`src/rtl/axis_fifo_pkg.sv`:
```
// Shared types and helpers for the AXI4-Stream packet FIFO.
package axis_fifo_pkg;

    localparam int unsigned DEF_DATA_W = 32;
    localparam int unsigned DEF_USER_W = 1;

    // One stored beat at the default widths; the top re-declares it at its own widths.
    typedef struct packed {
        logic [DEF_DATA_W-1:0] tdata;
        logic [DEF_USER_W-1:0] tuser;
        logic                  tlast;
    } entry_t;

    // Oversize-packet discard state machine.
    typedef enum logic [0:0] {
        StIdle,
        StDrop
    } drop_state_t;

    // Pointer width: index bits plus one wrap bit.
    function automatic int unsigned ptr_w(input int unsigned depth);
        return $clog2(depth) + 1;
    endfunction

    function automatic int unsigned sat_min(input int unsigned a, input int unsigned b);
        return (a < b) ? a : b;
    endfunction

    function automatic bit is_pow2(input int unsigned v);
        return (v >= 2) && ((v & (v - 1)) == 0);
    endfunction

endpackage

```
`src/rtl/axis_fifo_ram.sv`:
```
// Flop-array storage: synchronous write, asynchronous (fall-through) read.
module axis_fifo_ram
    import axis_fifo_pkg::*;
#(
    parameter int unsigned DEPTH  = 16,
    parameter type         word_t = entry_t,
    localparam int unsigned AW    = $clog2(DEPTH)
) (
    input  logic          clock,
    input  logic          wr_en,
    input  logic [AW-1:0] wr_addr,
    input  word_t         wr_data,
    input  logic [AW-1:0] rd_addr,
    output word_t         rd_data
);

    word_t mem [DEPTH];

    // Write port: storage is not reset, pointers alone define validity.
    always_ff @(posedge clock) begin
        if (wr_en) begin
            mem[wr_addr] <= wr_data;
        end
    end

    assign rd_data = mem[rd_addr];

endmodule

```
`src/rtl/axis_pkt_fifo.sv`:
```
// AXI4-Stream FIFO with cut-through or store-and-forward packet mode,
// oversize-packet drop, fill level, almost-full and saturating credit count.
module axis_pkt_fifo
    import axis_fifo_pkg::*;
#(
    parameter int unsigned DEPTH       = 16,
    parameter int unsigned DATA_W      = 32,
    parameter int unsigned USER_W      = 1,
    parameter int unsigned PACKET_MODE = 0,
    parameter int unsigned MAX_CNT     = 3,
    parameter int unsigned AFULL_THR   = 12,
    localparam int unsigned LW         = $clog2(DEPTH) + 1,
    localparam int unsigned SW         = $clog2(MAX_CNT + 1)
) (
    input  logic              clock,
    input  logic              reset,
    input  logic              s_axis_tvalid,
    output logic              s_axis_tready,
    input  logic [DATA_W-1:0] s_axis_tdata,
    input  logic [USER_W-1:0] s_axis_tuser,
    input  logic              s_axis_tlast,
    output logic              m_axis_tvalid,
    input  logic              m_axis_tready,
    output logic [DATA_W-1:0] m_axis_tdata,
    output logic [USER_W-1:0] m_axis_tuser,
    output logic              m_axis_tlast,
    output logic [LW-1:0]     level,
    output logic [SW-1:0]     spots,
    output logic              almost_full,
    output logic              pkt_drop
);

    localparam int unsigned AW = $clog2(DEPTH);
    localparam int unsigned PW = ptr_w(DEPTH);
    localparam bit          PM = (PACKET_MODE != 0);

    if (!is_pow2(DEPTH)) begin : g_bad_depth
        $error("axis_pkt_fifo: DEPTH must be a power of two >= 2");
    end
    if (AFULL_THR < 1 || AFULL_THR > DEPTH) begin : g_bad_afull
        $error("axis_pkt_fifo: AFULL_THR must be within 1..DEPTH");
    end
    if (MAX_CNT < 1) begin : g_bad_max_cnt
        $error("axis_pkt_fifo: MAX_CNT must be >= 1");
    end

    typedef struct packed {
        logic [DATA_W-1:0] tdata;
        logic [USER_W-1:0] tuser;
        logic              tlast;
    } beat_t;

    logic [PW-1:0] wr_ptr, rd_ptr, wptr_c, pkt_cnt;
    drop_state_t   state;
    logic          pkt_drop_q;
    logic          ptr_empty, ptr_full, dropping, enter_drop;
    logic          wr_fire, rd_fire, store, pkt_inc, pkt_dec;
    logic [PW-1:0] level_raw;
    logic [31:0]   free_cnt;
    beat_t         wr_beat, rd_beat;

    assign ptr_empty = (wr_ptr == rd_ptr);
    assign ptr_full  = (wr_ptr[AW-1:0] == rd_ptr[AW-1:0]) && (wr_ptr[AW] != rd_ptr[AW]);
    assign dropping  = PM && (state == StDrop);
    // A partial packet that fills the FIFO can never complete, so discard it.
    assign enter_drop = PM && (state == StIdle) && ptr_full && (pkt_cnt == '0);

    // s_tready depends only on registered state, never on m_tready.
    assign s_axis_tready = !reset && (!ptr_full || dropping);
    assign m_axis_tvalid = !reset && (PM ? (pkt_cnt != '0) : !ptr_empty);

    assign wr_fire = s_axis_tvalid && s_axis_tready;
    assign rd_fire = m_axis_tvalid && m_axis_tready;
    assign store   = wr_fire && !dropping;
    assign pkt_inc = PM && store && s_axis_tlast;
    assign pkt_dec = PM && rd_fire && m_axis_tlast;

    assign wr_beat = '{tdata: s_axis_tdata, tuser: s_axis_tuser, tlast: s_axis_tlast};

    axis_fifo_ram #(
        .DEPTH  (DEPTH),
        .word_t (beat_t)
    ) u_ram (
        .clock   (clock),
        .wr_en   (store),
        .wr_addr (wr_ptr[AW-1:0]),
        .wr_data (wr_beat),
        .rd_addr (rd_ptr[AW-1:0]),
        .rd_data (rd_beat)
    );

    assign m_axis_tdata = rd_beat.tdata;
    assign m_axis_tuser = rd_beat.tuser;
    assign m_axis_tlast = rd_beat.tlast;

    // Read, write and commit pointers; entering drop rewinds the write side.
    always_ff @(posedge clock) begin
        if (reset) begin
            wr_ptr <= '0;
            rd_ptr <= '0;
            wptr_c <= '0;
        end else begin
            if (rd_fire) begin
                rd_ptr <= rd_ptr + 1'b1;
            end
            if (enter_drop) begin
                wr_ptr <= wptr_c;
            end else if (store) begin
                wr_ptr <= wr_ptr + 1'b1;
                if (PM && s_axis_tlast) begin
                    wptr_c <= wr_ptr + 1'b1;
                end
            end
        end
    end

    // Count of complete packets held; simultaneous in/out leaves it unchanged.
    always_ff @(posedge clock) begin
        if (reset) begin
            pkt_cnt <= '0;
        end else if (pkt_inc && !pkt_dec) begin
            pkt_cnt <= pkt_cnt + 1'b1;
        end else if (pkt_dec && !pkt_inc) begin
            pkt_cnt <= pkt_cnt - 1'b1;
        end
    end

    // Drop FSM: swallow beats until the oversize packet's tlast, then pulse pkt_drop.
    always_ff @(posedge clock) begin
        if (reset) begin
            state      <= StIdle;
            pkt_drop_q <= 1'b0;
        end else begin
            pkt_drop_q <= 1'b0;
            unique case (state)
                StIdle: begin
                    if (enter_drop) begin
                        state <= StDrop;
                    end
                end
                StDrop: begin
                    if (wr_fire && s_axis_tlast) begin
                        state      <= StIdle;
                        pkt_drop_q <= 1'b1;
                    end
                end
                default: state <= StIdle;
            endcase
        end
    end

    // Status outputs, forced to their idle values while reset is held.
    always_comb begin
        level_raw   = wr_ptr - rd_ptr;
        free_cnt    = 32'(DEPTH) - 32'(level_raw);
        level       = reset ? '0 : level_raw;
        spots       = reset ? SW'(sat_min(DEPTH, MAX_CNT)) : SW'(sat_min(free_cnt, MAX_CNT));
        almost_full = !reset && (32'(level_raw) >= AFULL_THR);
        pkt_drop    = !reset && pkt_drop_q;
    end

endmodule
```
`config.mk`:
```
export PLATFORM = sky130hd
export DESIGN_NAME = axis_pkt_fifo
export DESIGN_NICKNAME = d
export VERILOG_FILES = /design/src/rtl/axis_fifo_pkg.sv /design/src/rtl/axis_fifo_ram.sv /design/src/rtl/axis_pkt_fifo.sv
export SDC_FILE = /design/constraint.sdc
export NUM_CORES = 1
export LEC_CHECK = 0
export BUFFER_PORTS_ARGS = -buffer_cell sky130_fd_sc_hd__buf_2
export CORE_ASPECT_RATIO = 1.2
export CORE_MARGIN = 2
export CORE_UTILIZATION = 58
export DETAILED_ROUTE_END_ITERATION = 6
export PLACE_DENSITY = 0.75
export SYNTH_ARGS = -nofsm -noshare
export SYNTH_HDL_FRONTEND = slang
export SYNTH_SLANG_ARGS = --single-unit
```
`constraint.sdc`:
```
create_clock -name clock -period 5.1 [get_ports clock]
set_input_delay 1.02 -clock clock [delete_from_list [all_inputs] [get_ports clock]]
set_output_delay 1.02 -clock clock [all_outputs]
set_load 0.005 [all_outputs]
```
**Word-level counts from Yosys, hierarchy flattened**

Memories as Yosys holds them, arrays and structs flattened. A register that Yosys moved wholly into a read port is not among the register bits.
Index checks and enable logic that the tools add are counted.

- Register bits: 12
- RAM bits: 544
- Bits of input ports: 38
- Output and inout port bits: 45
- Logic and storage cells: 37
- Memories: 1

- $add $sub $neg: 4
- $lt $le $gt $ge: 2
- Eq/ne operators: 3
- Mux-type cells: 10
- Bitwise logic cells: 1
- Reduce and logical (&&, ||, !) cells: 12

Memory list:

| memory | depth | bits a word | rd ports | clocked after Yosys merged registers in | wr ports | line | text |
|---|---|---|---|---|---|---|---|
| u_ram.mem | 16 | 34 | 1 | 1 | 1 | axis_fifo_ram.sv:17 | `word_t mem [DEPTH];` |

Operator list:

| operator | count |
|---|---|
| $lt 32x2->1 const B | 1 |
| $add 5x1->5 const B | 2 |
| $logic_and 1x1->1 | 8 |
| $mux 4 | 2 |
| $sub 5x5->6 const A | 1 |
| $eq 5x5->1 | 1 |
| $ge 5x4->1 const B | 1 |
| $mux 5 | 1 |
| $sub 5x5->5 | 1 |
| $eq 4x4->1 | 1 |
| $mux 1 | 4 |
| $mux 2 | 2 |
| $logic_not 1->1 | 3 |
| $pmux 1 s2 | 1 |
| $reduce_or 2->1 | 1 |
| $ne 1x1->1 | 1 |
| $not 1->1 | 1 |

**Depth between registers and ports, before layout**

Gate-level depths: netlist (run 1).

- Word-level depth: 8
- Mapped depth: 8
- Gate-level depth less buffers: 8

**Hierarchy**

A second synthesis (run 1) with hierarchy kept.

- Cells, all modules: 959
- Area total of the unflattened synthesis: 21235.4 µm²

Modules (own cells, without submodules):

| module | instances | cells an instance | area an instance (µm²) | sequential area each (µm²) |
|---|---|---|---|---|
| axis_fifo_ram | 1 | 854 | 20395.8 | 16335.7 |
| axis_pkt_fifo | 1 | 105 | 839.6 | 240.2 |

**Worst setup path after synthesis (run 1)**

OpenSTA, ideal clock, no wires.

- Path type: register to register
- Start point: register wr_ptr[0]
- End point: memory u_ram.mem[0][0] (netlist bit) (enable)
- Arrival: 4.005 ns
- Data required time: 4.632 ns
- Path slack: 0.628 ns
- Cell stages (with the launch flop): 7
- Clock period less this slack: 4.472 ns
- Cells stage by stage: dfxtp_1 inv_1 ha_1 and4_1 a211oi_2 nand2_1 nor3_1

- Word-level cells in the longest chain between the ends: 7

Ends and longest elaborated chain:

| what | line | text |
|---|---|---|
| from (decl) | axis_pkt_fifo.sv:53 | `logic [PW-1:0] wr_ptr, rd_ptr, wptr_c, pkt_cnt;` |
| from (signal assigned) | axis_pkt_fifo.sv:107 | `wr_ptr <= wptr_c;` |
| from (signal assigned) | axis_pkt_fifo.sv:109 | `wr_ptr <= wr_ptr + 1'b1;` |
| $eq 4x4->1 | axis_pkt_fifo.sv:63 | `assign ptr_full = (wr_ptr[AW-1:0] == rd_ptr[AW-1:0]) && (wr_ptr[AW] != rd_ptr[AW]);` |
| $logic_and 1x1->1 | axis_pkt_fifo.sv:63 |  |
| $logic_not 1->1 | axis_pkt_fifo.sv:69 | `assign s_axis_tready = !reset && (!ptr_full \|\| dropping);` |
| $logic_and 1x1->1 | axis_pkt_fifo.sv:69 |  |
| $logic_and 1x1->1 | axis_pkt_fifo.sv:72 | `assign wr_fire = s_axis_tvalid && s_axis_tready;` |
| $mux 1 | axis_fifo_ram.sv:21 | `if (wr_en) begin` |
| $mux 1 (not written as such) | axis_fifo_ram.sv:22 | `mem[wr_addr] <= wr_data;` |
| to (decl) | axis_fifo_ram.sv:17 |  |

Parallel ways exist; a longest one is shown, timed or not.

==> results of run 1 <==
==> registers in the layout (all words and copies together), names as in the netlist, named ones only <==
signal,flops
pkt_drop_q,1
rd_ptr,5
state,1
u_ram.mem,544
wr_ptr,5
==> cell usage in the layout, fill, tap and decap left out, types with 2 or more instances in the layout <==
master	n
inv_1	9
and4_1	2
buf_4	18
nand4_1	2
mux4_2	170
nor2_4	12
edfxtp_1	544
nor2_1	19
dfxtp_4	3
o21ai_0	4
diode_2	2
nand2_1	9
clkinv_1	11
buf_12	7
nand3_1	2
a21oi_1	4
clkbuf_1	7
nand2b_1	3
ha_1	11
clkinv_2	12
xnor2_1	5
buf_2	82
bufinv_16	3
clkinvlp_4	6
nor3_2	4
dfxtp_1	12
clkbuf_16	54
nor3_1	2
nor2b_1	2
xor2_1	6
==> worst min path at each step <==
| stage | end | slack [ns] | depth (start not counted) |
|---|---|---|---|
| floorplan | pkt_drop_q | 0.43 | 2 |
| global placement | state | 0.44 | 2 |
| detailed placement | state | 0.44 | 2 |
| CTS | state | 0.45 | 2 |
| global route | pkt_drop_q | 0.50 | 2 |
| finish | state | 0.45 | 2 |
==> power by group <==
part           switching (mW)  internal [mW]
Clock                    1.64           2.09
Sequential             0.0308           5.08
Combinational           0.253          0.252
==> cell families after synthesis <==
| kind of cell | synth area share |
|---|---|
| flip-flops | 0.777 |
| multiplexers | 0.179 |
| AND/OR/NAND/NOR | 0.0129 |
| buffers and inverters | 0.0140 |
| AO/OA/AOI/OAI | 0.00485 |
| adder cells (fa/ha/maj) | 0.00736 |
| XOR/XNOR | 0.00450 |
==> cells in the mapped netlist <==
cell	number
and2_1	1
o31ai_1	1
a21o_1	1
xor2_1	6
mux2_2	1
and3_1	1
nor3_1	6
a211oi_2	1
xnor2_1	5
nor4_1	1
buf_1	2
edfxtp_1	544
nand3_1	2
inv_1	9
a2111o_1	1
and4_1	2
nand4_1	2
mux4_2	170
dfxtp_1	16
nor2_1	31
a221oi_1	1
buf_8	1
o21ai_0	4
buf_6	1
nor2b_1	2
buf_2	17
a21oi_1	4
buf_4	1
nand2b_1	3
fa_1	1
nand2_1	9
o2111ai_1	1
ha_1	11
clkbuf_1	16
or3_1	1
buf_12	4
o211ai_1	1
==> final cells by class <==
cell class | count | share of cell area
diodes | 2 | 0.000207
well taps | 474 | 0.0245
clock buffers | 61 | 0.0569
flip-flops and latches | 560 | 0.688
inverters | 9 | 0.00139
clock inverters | 35 | 0.0112
repair buffers | 107 | 0.0283
multi-input cells | 270 | 0.189
==> routing by layer <==
layer  vias to the layer above  track usage
li1                       4011            -
met1                      5182        0.311
met2                       444        0.397
met3                        74       0.0377
met4                         4       0.0667
met5                         -            0
==> stage by stage <==
step	std cells	area (um^2)
3_5_place_dp	1420	22600
3_3_place_gp	1420	22600
5_1_grt	1518	24200
4_1_cts	1516	24200
2_1_floorplan	881	21400
6_report	1518	24200
==> worst min-delay path, delay by kind of cell (launching register included) <==
kind,cells,cell delay (ns)
AND/OR/NAND/NOR,1,0.07
AO/OA/AOI/OAI,1,0.04
flip-flops,1,0.29
==> qor.csv, run 1 <==
stage;metric;value;unit
global_route;grt_antenna_before_repair;4;
timing;setup_viol;0;
worst_setup_path;crit_type;flop to output port;
timing;hold_viol;0;
layout;final_util;0.662;
power_and_ir_drop;p_total;9.34;mW
detailed_routing;wirelength;44900;um
place;dp_hpwl;21800;um
detailed_routing;route.antenna.remaining_nets;0;
worst_setup_path;regToRegEndpoint;u_ram.mem[6][2];
die;die_h;215;um
yosys;synth.area.top_cells;edfxtp_1 (76%), mux4_2 (18%), dfxtp_1 (1.5%), ha_1 (0.64%), nor2_1 (0.54%);
worst_setup_path;crit_end;m_axis_tdata[14];
layout;n_fill_cell;2295;
yosys;syn-cell-area;21400;um^2
timing;clock.fmax;0.246;GHz
detailed_routing;drt-met1-wl;17000;um
worst_setup_path;critPathCaptureType;output port;
timing;worst_pin_slew;0.933;ns
worst_setup_path;r2r_slack;1.62;ns
clock_tree;clock_latency;0.58;ns
worst_setup_path;required;4.08;ns
timing;rsz0062_at_grt;no;
worst_setup_path;crit_path_start_kind;flop;
worst_setup_path;crit_buf_inv;2;
timing;fin_crit;4.07;ns
clock_tree;clkSinkCount;560;
die;fp.dieW;179;um
place;gp_congestion;0.720;
place;dp_slack;1.55;ns
yosys;yosys_warnings;0;
layout;final_nets;1050;
detailed_routing;top_layer;met5;
yosys;synth_nets;931;
clock_tree;post_cts_buffers;0;
detailed_routing;route.met2.wl;23700;um
worst_setup_path;cp.arrival;3.05;ns
yosys;synth.distinct_cells;37;
die;ioPinCount;83;
die;die_area;38500;um^2
yosys;syn_avg_cell_area;24.3;um^2
global_route;grt_pass1_wl;65000;um
worst_setup_path;path_cells;buf_12 > mux4_2 > mux4_2 > buf_2;
timing;skew;0.0120;ns
min_path;hp-class;flop to flop;
global_route;grt_max_degree;66;
clock_tree;clkSlewWorstSetupHoldPaths;0.06;ns
layout;multiInputGateArea;4580;um^2
worst_setup_path;cpMostUsedCell;mux4_2;
die;start_util;0.585;
clock_tree;cts-root-buf;clkbuf_16;
clock_tree;postCtsHoldBufs;0;
clock_tree;h-tree-depth;2;
layout;syn2layout_area_growth;13.0;%
timing;worst_slack;1.03;ns
detailed_routing;vias;9715;
worst_setup_path;crit_fanout;43;
global_route;grt_usage;0.231;
layout;regArea;16700;um^2
die;rows;77;
worst_setup_path;reg2reg_from;wr_ptr[2];
clock_tree;cts_tree;built;
worst_setup_path;slowest_delay;0.79;ns
layout;drive_gt1_frac;0.362;
worst_setup_path;path_depth;4;
detailed_routing;wl_met3;3060;um
clock_tree;post_cts_resized;0;
yosys;synth.yosys.seq_area_share;0.777;
worst_setup_path;reg2reg_depth;6;
timing;maxSlewViolCount;0;
power_and_ir_drop;powerDensity;386;nW/um^2
timing;whs;0.450;ns
worst_setup_path;crit_family;multiplexers;
power_and_ir_drop;power_leakage;7.48;nW
timing;final.period_utilization;0.798;
place;numPortBuffers;82;
job;cap_viol_max_count;0;
timing;slew-limit-headroom;0.378;
power_and_ir_drop;ir_drop;0.000330;V
yosys;synthCells;881;
worst_setup_path;crit_slowest_cell;dfxtp_4;
detailed_routing;drcViolationCount;0;
timing;setup_tns;0;ns
detailed_routing;firstDrtPassIters;5;
detailed_routing;drt_iter0_drc;1047;
clock_tree;clk_path_buf_depth;3;
min_path;min-delay-start;state;
status;status;complete, no violations;
clock_tree;numCtsBuffers;52;
yosys;ys_seq_elements;560;
global_route;grt_pass1_vias;10109;
yosys;yosys.area.top_type;edfxtp_1;
detailed_routing;drt-vias-per-instance;6.40;
global_route;grt_overflow;0;
die;coreArea;36600;um^2
yosys;yosysTopAreaCellShare;0.762;
detailed_routing;drt-wirelength-per-cell;29.6;um
No activity file was read; power rests on OpenSTA's default activity.
==> run 2, diff against run 1 <==
Settings changed: ABC_AREA from default to 1.
Clock period 5.1 ns to 4 ns, I/O delays scaled along.
==> run 2 against run 1 <==
Clock power rose by 30%. Critical path depth grew 6. Combinational power is 26% higher. Sequential share of layout area shrank 4.4 points. Critical endpoint is now spots[0]. Global-route usage increased by 0.93 points. Highest routed layer is now met4. Power increased by 28%. Final area grew 6.8%. Largest cell class unchanged. Core utilization is 0.75 points lower. Routed wire length increased by 12%. Sequential power increased by 27%. Cell count rose by 66%.
==> qor.csv, run 2 <==
stage;metric;value;unit;change
status;status;complete, no violations;;unchanged
layout;layout_commonest_cell;edfxtp_1;;unchanged
layout;diodes;0;;was 2
yosys;yosys.area.top_type;edfxtp_1;;unchanged
yosys;syn-cell-area;23100;um^2;was 21400 um^2
detailed_routing;route.antenna.remaining_nets;0;;unchanged
power_and_ir_drop;p_total;12.0;mW;was 9.34 mW
clock_tree;clk_path_buf_depth;3;;unchanged
layout;final_nets;1994;;was 1050
timing;fin_crit;3.46;ns;
yosys;yosysTopAreaCellShare;0.706;;was 0.762
yosys;synth_nets;1940;;was 931
yosys;synthArstFlopShare;0;;unchanged
timing;rsz0062_at_grt;no;;unchanged
die;ioPinCount;83;;unchanged
worst_setup_path;cp.arrival;2.66;ns;was 3.05 ns
layout;drive_gt1_frac;0.107;;was 0.362
yosys;synth.yosys.seq_area_share;0.720;;was 0.777
global_route;grt_pass1_vias;13919;;was 10109
yosys;synth.distinct_cells;27;;was 37
worst_setup_path;crit_path_start_kind;flop;;unchanged
layout;syn2layout_area_growth;11.8;%;was 13.0%
die;rows;80;;was 77
timing;maxSlewViolCount;0;;unchanged
layout;regMostFlops;u_ram.mem;;unchanged
power_and_ir_drop;ir_drop;0.000297;V;was 0.000330 V
global_route;grt_usage;0.240;;was 0.231
worst_setup_path;crit_fanout;5;;was 43
yosys;synth_edf_count;544;;unchanged
clock_tree;postCtsHoldBufs;0;;unchanged
die;start_util;0.585;;about the same
clock_tree;clkSinkCount;560;;unchanged
die;fp.dieW;186;um;was 179 um
timing;setup_tns;0;ns;unchanged
layout;final_cells;2518;;was 1518
layout;largest_reg_flops;544;;unchanged
power_and_ir_drop;power_leakage;9.15;nW;was 7.48 nW
global_route;grt_overflow;0;;unchanged
yosys;synth.most_common_cell;edfxtp_1;;unchanged
clock_tree;post_cts_resized;0;;unchanged
place;numPortBuffers;82;;unchanged
layout;final_util;0.654;;was 0.662
global_route;grt_pass1_wl;76900;um;was 65000 um
detailed_routing;drt-vias-per-instance;5.72;;was 6.40
power_and_ir_drop;powerDensity;463;nW/um^2;was 386 nW/um^2
clock_tree;post_cts_buffers;0;;unchanged
die;coreArea;39500;um^2;was 36600 um^2
yosys;yosys_most_used_dff;edfxtp_1;;unchanged
global_route;grt_max_degree;141;;was 66
timing;clock.fmax;0.289;GHz;
detailed_routing;drt-wirelength-per-cell;20.0;um;was 29.6 um
worst_setup_path;crit_start;wr_ptr[0];;
worst_setup_path;reg2reg_from;wr_ptr[0];;was wr_ptr[2]
yosys;synth.area.top_cells;edfxtp_1 (71%), nand3_1 (5.0%), inv_1 (4.7%), o211ai_1 (4.4%), nand2_1 (3.5%);;was edfxtp_1 (76%), mux4_2 (18%), dfxtp_1 (1.5%), ha_1 (0.64%), nor2_1 (0.54%)
yosys;synthCells;1890;;was 881
timing;hold_viol;0;;unchanged
detailed_routing;firstDrtPassIters;6;;was 5
yosys;syn_avg_cell_area;12.2;um^2;was 24.3 um^2
die;die_area;41500;um^2;was 38500 um^2
detailed_routing;wirelength;50400;um;was 44900 um
clock_tree;clkSlewWorstSetupHoldPaths;0.06;ns;about the same
detailed_routing;drt_iter0_drc;1559;;was 1047
min_path;hp-class;flop to flop;;unchanged
timing;setup_viol;0;;unchanged
place;gp_congestion;0.830;;was 0.720
global_route;grt_antenna_before_repair;0;;was 4
layout;final_cell_mix;edfxtp_1 (544), inv_1 (292), nand3_1 (229), nand2_1 (218), a21oi_1 (147);;was edfxtp_1 (544), mux4_2 (170), buf_2 (82), clkbuf_16 (54), nor2_1 (19)
yosys;ys_seq_elements;560;;unchanged
detailed_routing;drcViolationCount;0;;unchanged
clock_tree;cts-root-buf;clkbuf_16;;unchanged
timing;final.period_utilization;0.865;;
worst_setup_path;crit_type;flop to output port;;unchanged
min_path;min-delay-start;state;;unchanged
die;die_h;223;um;was 215 um
worst_setup_path;required;3.20;ns;was 4.08 ns
detailed_routing;vias;14395;;was 9715
layout;biggestRegsByFlops;u_ram.mem (544), rd_ptr (5), wr_ptr (5);;unchanged
worst_setup_path;critPathCaptureType;output port;;unchanged
place;dp_hpwl;28200;um;was 21800 um
yosys;yosys_warnings;0;;unchanged
timing;slew-limit-headroom;0.363;;was 0.378
clock_tree;clock_latency;0.58;ns;about the same
clock_tree;h-tree-depth;2;;unchanged
place;placedCellCount;2423;;was 1420
yosys;synth_common_cells;edfxtp_1 (544), inv_1 (292), nand3_1 (229), nand2_1 (218), a21oi_1 (147);;was edfxtp_1 (544), mux4_2 (170), nor2_1 (31), buf_2 (17)
clock_tree;cts_tree;built;;unchanged
job;cap_viol_max_count;0;;unchanged
timing;worst_pin_slew;0.955;ns;was 0.933 ns
clock_tree;numCtsBuffers;52;;unchanged
timing;skew;0.0152;ns;was 0.0120 ns
[run 2: cell count changes in the layout (fill, tap and decap cells not counted), moves of 6 or more]
| cell | previous run | this run |
|---|---|---|
| a21oi_1 | 4 | 147 |
| buf_12 | 7 | 13 |
| clkbuf_1 | 7 | 13 |
| clkinv_2 | 12 | 4 |
| inv_1 | 9 | 292 |
| mux4_2 | 170 | 0 |
| nand2_1 | 9 | 218 |
| nand3_1 | 2 | 229 |
| nor2_1 | 19 | 10 |
| o211ai_1 | 1 | 136 |
| o21ai_0 | 4 | 137 |
[run 2: area by class of cell]
cell class              instances  area, um^2
multi-input cells             920        4920
clock buffers                  70        1440
well taps                     533         667
flip-flops and latches        560       16700
fillers                      2822       13700
repair buffers                115         821
clock inverters                25         238
inverters                     295        1110
[run 2: report_power, final]
group          leakage, nW  internal, mW  switching (mW)
sequential            5.03          6.47          0.0283
clock                0.808          2.79            2.07
combinational         3.30         0.193           0.443
[run 2: critical path, cell delays in order, from the launching register on]
cell and delay, ns:
dfxtp_1 0.40, inv_1 0.12, ha_1 0.22, fa_1 0.52, ha_1 0.25, nand3b_1 0.16, nand2_1 0.07, nand3_1 0.07
nand2_1 0.08, nand3_1 0.06, buf_2 0.13
[run 2: kinds of logic (layout without fill, tap and decap cells)]
logic type / after synthesis / after routing / synth area share
and+or+nand+nor: 480 / 480 / 0.0920
AOI/OAI and AO/OA: 422 / 422 / 0.106
xor gates and xnor gates: 6 / 6 / 0.00227
buffers and inverters: 410 / 505 / 0.0726
adders and majority gates: 12 / 12 / 0.00682
DFF: 560 / 560 / 0.720
[run 2: path summary, 6_finish.rpt]
check	end	slack [ns]	depth (start not counted)
setup / recovery	spots[0]	0.54	10
hold / removal	pkt_drop_q	0.47	2
setup reg to reg	u_ram.mem[8][19]	1.09	10
hold reg to reg	pkt_drop_q	0.47	2
[run 2: routing by layer]
metal | GRT usage | routed length, um | up-vias | part of all wire
li1 | - | - | 6796 | -
met1 | 0.318 | 20600 | 6986 | 0.41
met2 | 0.413 | 25600 | 513 | 0.51
met3 | 0.0349 | 2900 | 100 | 0.058
met4 | 0.0787 | 1280 | 0 | 0.025
met5 | 0 | 0 | - | 0
[run 2: stage by stage]
step / setup slack, ns / hold slack, ns / cell area (um^2)
2_1_floorplan: 0.755 / 0.432 / 23100
3_3_place_gp: 1.04 / 0.461 / 24200
3_5_place_dp: 0.940 / 0.458 / 24200
4_1_cts: 0.528 / 0.468 / 25900
5_1_grt: 0.380 / 0.471 / 25900
6_report: 0.539 / 0.470 / 25900
